==> src/rtl/pdetect_pkg.sv <==
// pdetect_pkg: shared pattern slicing helper and counter saturation constant
package pdetect_pkg;
  localparam int MAX_W = 256;
  function automatic logic [63:0] pat_slice(input logic [MAX_W-1:0] v, input int k, input int i,
                                            input int plen, input int dw);
    return 64'(v >> ((k * plen + plen - 1 - i) * dw)) & ((64'd1 << dw) - 64'd1);
  endfunction
  function automatic logic [63:0] count_max(input int w);
    return (w >= 64) ? '1 : (64'd1 << w) - 64'd1;
  endfunction
endpackage

==> src/rtl/pdetect_window.sv <==
// pdetect_window: sliding window of accepted symbols with saturating fill count
module pdetect_window #(
  parameter int DATA_W  = 8,
  parameter int PAT_LEN = 4
) (
  input  logic                      clk,
  input  logic                      rst,
  input  logic                      flush,
  input  logic                      shift,
  input  logic [DATA_W-1:0]         data,
  output logic [PAT_LEN*DATA_W-1:0] candidate,
  output logic                      full
);
  localparam int FW = $clog2(PAT_LEN);
  localparam int HW = (PAT_LEN - 1) * DATA_W;
  logic [HW-1:0] win;
  logic [FW-1:0] fill;
  assign candidate = {win, data};
  assign full = fill == FW'(PAT_LEN - 1);
  // shift accepted symbols in; flush discards any partial pattern
  always_ff @(posedge clk) begin
    if (rst || flush) begin
      win  <= '0;
      fill <= '0;
    end else if (shift) begin
      win  <= candidate[HW-1:0];
      fill <= full ? fill : fill + 1'b1;
    end
  end
endmodule

==> src/rtl/pdetect_multi.sv <==
// pdetect_multi: masked multi-pattern detector with registered pulse and saturating count
module pdetect_multi
  import pdetect_pkg::*;
#(
  parameter int DATA_W  = 8,
  parameter int PAT_LEN = 4,
  parameter int NUM_PAT = 2,
  parameter logic [NUM_PAT*PAT_LEN*DATA_W-1:0] PATTERNS = 64'h0A0A0A0A_0A0B0C0D,
  parameter logic [NUM_PAT*PAT_LEN*DATA_W-1:0] MASKS = '1,
  parameter int OVERLAP = 1,
  parameter int COUNT_W = 16,
  localparam int ID_W = (NUM_PAT > 1) ? $clog2(NUM_PAT) : 1
) (
  input  logic               i_clk,
  input  logic               i_rst,
  input  logic               i_enable,
  input  logic               i_valid,
  input  logic [DATA_W-1:0]  i_data,
  input  logic               i_clear_count,
  output logic               o_detected,
  output logic [ID_W-1:0]    o_match_id,
  output logic [NUM_PAT-1:0] o_match_vec,
  output logic [COUNT_W-1:0] o_count
);
  localparam int PW = PAT_LEN * DATA_W;
  localparam logic [COUNT_W-1:0] CMAX = COUNT_W'(count_max(COUNT_W));
  logic [PW-1:0] cand;
  logic full, hit;
  logic [NUM_PAT-1:0] vec_c;
  logic [ID_W-1:0] enc;
  assign hit = i_enable && i_valid && |vec_c;
  pdetect_window #(.DATA_W(DATA_W), .PAT_LEN(PAT_LEN)) u_win (
    .clk(i_clk), .rst(i_rst), .flush(!i_enable || (hit && OVERLAP == 0)),
    .shift(i_enable && i_valid), .data(i_data), .candidate(cand), .full(full)
  );
  for (genvar k = 0; k < NUM_PAT; k++) begin : g_cmp
    assign vec_c[k] = full && (((cand ^ PATTERNS[k*PW +: PW]) & MASKS[k*PW +: PW]) == '0);
  end
  // lowest-index matching pattern wins
  always_comb begin
    enc = '0;
    for (int k = NUM_PAT - 1; k >= 0; k--) enc = vec_c[k] ? ID_W'(k) : enc;
  end
  // registered detect outputs and saturating match counter
  always_ff @(posedge i_clk) begin
    if (i_rst) begin
      o_detected  <= 1'b0;
      o_match_id  <= '0;
      o_match_vec <= '0;
      o_count     <= '0;
    end else begin
      o_detected  <= hit;
      o_match_vec <= hit ? vec_c : '0;
      o_match_id  <= hit ? enc : o_match_id;
      o_count     <= i_clear_count ? COUNT_W'(hit) : (hit && o_count != CMAX) ? o_count + 1'b1 : o_count;
    end
  end
endmodule

==> config.mk <==
export PLATFORM = sky130hd
export DESIGN_NAME = pdetect_multi
export DESIGN_NICKNAME = d
export VERILOG_FILES = /design/src/rtl/pdetect_pkg.sv /design/src/rtl/pdetect_window.sv /design/src/rtl/pdetect_multi.sv
export SDC_FILE = /design/constraint.sdc
export NUM_CORES = 1
export LEC_CHECK = 0
export ABC_CLOCK_PERIOD_IN_PS = 6050
export BUFFER_PORTS_ARGS = -buffer_cell sky130_fd_sc_hd__buf_4
export CAP_MARGIN = 20
export CORE_UTILIZATION = 35
export CTS_CLUSTER_DIAMETER = 30
export CTS_CLUSTER_SIZE = 10
export DETAILED_ROUTE_END_ITERATION = 16
export SYNTH_ARGS = -nofsm -noshare
export SYNTH_HDL_FRONTEND = slang
export SYNTH_HIERARCHICAL = 1
export SYNTH_SLANG_ARGS = --single-unit
==> constraint.sdc <==
create_clock -name i_clk -period 6.05 [get_ports i_clk]
set_clock_uncertainty 0.2 [all_clocks]
set_input_delay 0.605 -clock i_clk [delete_from_list [all_inputs] [get_ports i_clk]]
set_output_delay 0.605 -clock i_clk [all_outputs]
set_load 0.02 [all_outputs]
==> impl_results.md <==
- Setup total negative slack: 0 ps
- Synth warn: 6
- Sink Count: 46
- Slowest cell on the critical path: a211o_1
- Row count: 28
- Syn_area_per_cell: 9.46 µm²
- FF/Latch Area: 921 µm²
- Max Root-Sink Buffers: 2
- CP Buf/Inv Count: 2
- Final cycle utilization of the critical path: between 40% and 50%
- Routed wire length: between 4 and 5 mm
- Fin nets: 259
- Syn Std Cell Area: 0.00214 mm²
- Routability cong.: 0.756
- Max Transition Viols Final: 0
- Global routing usage on met2: 22.6%
- Final worst path period need: approximately 2800 ps
- Initial antenna violation count: 0
- Delay-heaviest family, CP: simple AND/OR/NAND/NOR gates
- Initial DRC Count: 105
- Die X-Extent: 80.1 µm
- Fin. Hold Viols: 0
- Pre-antenna DRT Iters: 4
- Final setup violation count: 0
- Data required time at the worst endpoint: 6080 ps
- Clock slew at reported path FFs: 90 ps
- Mapped Nets: 241
- Critical Path AT: 2870 ps
- DRC violations left: 0
- Max VDD drop: around 120 µV
- Pwr dens: approximately 230 mW/mm²
- Vias in the first global route: 1547
- RSZ-0062 raised after global routing: no
- Most used cell, CP: buf_4
- Core box area: 0.00592 mm²
- CP endpoint kind: flop
- FF+latch count, synth: 46
- Worst Path Max Fanout: 31
- Syn Inst Count: around 230
- Filler Cells Inserted: ~600
- Status: finished, final reports clean
- Post-CTS Resized: 0
- Total power: around 560 µW
- Distinct cell type count after synthesis: 36
- Number of flops mapped to enable cells by yosys: 0
- Crit path cell chain: buf_4 -> and2_1 -> buf_4 -> nand4_1 -> a211o_1 -> or4_1 -> a21oi_1
- Post-synthesis sequential area ratio: between 40% and 50%
- First-pass GRT wire length: 7.13 mm
- GR Util met3: about 3.5%
- Full die area: 0.00642 mm²
- Crit Path Class: primary input to flop
- CTS HTree Levels: 2
- Root buffer cell: clkbuf_8
- Dominant synthesized flop cell: dfxtp_1
- DP HPWL: 2.93 mm
- Worst path max stage delay: 660 ps
- Leakage power: 0.000829 µW
- I/O Pins: 33
- Worst Setup Start Kind: primary input
- Clock latency at the later pin of the worst-skew pair: ~300 ps
- Multi-input gate area: approximately 0.0010 mm²
- Post-route ant nets: 0
- Initial core utilization: 36.1%
- CTS tree: done
- Largest net degree at the start of global routing: 32
- Global Route Usage Sum: 14.1%
- Share of cells above drive strength 1: 17.6%
- # diodes: 0
- Worst hold margin: around 300 ps
- Post-synth ARST share: 0%
- Area Overhead vs Synth: 13.2%
- Grt total ovfl: 0
- Fmax: about 350 MHz
- Num CTS Buffers: 5
- IO Port Bufs: 32
- Hold Crit Class: flop to flop
- Met1 usage: 18.6%
- Die height: 80.1 µm
- Vias post-DR: 1686
- Vias per inst: 5.27
- Drt wl/cell: around 13 µm
- Rel. slew slack: between 40% and 50%
- Hold Buf Count CTS: 0
- Grt peak-use layer: met2
- Max cap viols: 0
- Slew @ Worst Pin: 865 ps
- Setup bufs post-CTS: 0
final cells by class:
| type | instances | share of cell area, % |
|---|---|---|
| Multi-Input combinational cell | 154 | 42.7 |
| Sequential cell | 46 | 38.1 |
| Timing Repair Buffer | 33 | 10.2 |
| Tap cell | 75 | 3.88 |
| Clock buffer | 6 | 3.00 |
| Clock inverter | 2 | 1.55 |
| Inverter | 4 | 0.620 |
per-stage QoR:
step	utilization (%)	cells	instance area, µm²	setup slack, ps
2_1_floorplan	-	226	2140	3580
3_3_place_gp	39.0	312	2310	3010
3_5_place_dp	39.0	312	2310	2950
4_1_cts	40.9	320	2420	3250
5_1_grt	40.9	320	2420	2950
6_report	40.9	320	2420	3210
placed cells by master (no fill, tap or decap), drive strengths merged:
cell and instances:
or2 2, nand3b 2, inv 4, bufinv 1, or4 12, o31ai 12
nand4b 1, o21ai 6, a211oi 1, buf 33, ha 2, nor2b 1
nor4bb 3, xnor2 1, dfxtp 46, or3 4, nor4b 4, nor4 2
nor3 1, clkbuf 6, and3 3, mux2i 25, nand2 6, a21oi 16
a211o 1, and2b 1, and2 2, nand4 8, clkinvlp 1, nand3 4
nor2 30, and4 3, o311a 1
cell families after synthesis:
logic type,count (synthesis),share of synthesized area (%)
xor gates and xnor gates,1,0.410
adders and majority gates,2,1.17
and+or+nand+nor,89,24.4
muxes,25,11.7
DFF,46,43.1
buffers and inverters,26,8.61
AOI/OAI and AO/OA,37,10.6
sequential cells by signal (all words and copies together) (netlist names):
signal	flops
o_count	16
o_detected	1
o_match_id	1
o_match_vec	2
u_win/fill	2
u_win/win	24
worst min-delay path: stages (launching register included):
cell and delay (ps):
dfxtp_1 330, mux2i_1 70, nor2_1 70
final timing paths:
kind	from	endpoint	slack [ps]	cells past startpoint
worst max-delay path	i_enable	o_count[13]	3210	7
worst min register to register	u_win/win[20]	u_win/win[20]	300	2
worst min-delay path	u_win/win[20]	u_win/win[20]	300	2
worst max register to register	u_win/fill[0]	o_count[13]	3330	6
Yosys cell counts (2+ instances only):
cell       n  area (µm²)
dfxtp_1   46         921
nor2_1    30         113
mux2i_1   25         250
a21oi_1   16        80.1
o31ai_1   12        90.1
or4_1     12        90.1
buf_4      9        67.6
nand4_1    8        50.1
clkbuf_1   7        26.3
nand2_1    6        22.5
o21ai_0    6        30.0
buf_6      4        45.0
inv_1      4        15.0
nand3_1    4        20.0
or3_1      4        25.0
and4_1     3        26.3
nor4b_1    3        26.3
nor4bb_1   3        30.0
and2_1     2        12.5
and3_1     2        12.5
buf_8      2        30.0
ha_1       2        25.0
nand3b_1   2        15.0
nor4_1     2        12.5
where the power goes:
part | internal (µW) | switching [µW] | leakage, µW | total [µW]
combinational | 12.5 | 13.3 | 0.000407 | 25.7
sequential | 304 | 1.41 | 0.000371 | 306
clock | 123 | 106 | 0.0000514 | 230
total | 440 | 121 | 0.000829 | 561
layer usage:
layer,up-vias,share of wire [%],wire (µm)
met1,780,48,2010
met2,41,46,1920
li1,860,-,-
met3,5,5.3,220
met5,-,0,0
met4,0,0.95,40
Note: power is estimated with default switching activity, not from simulation.
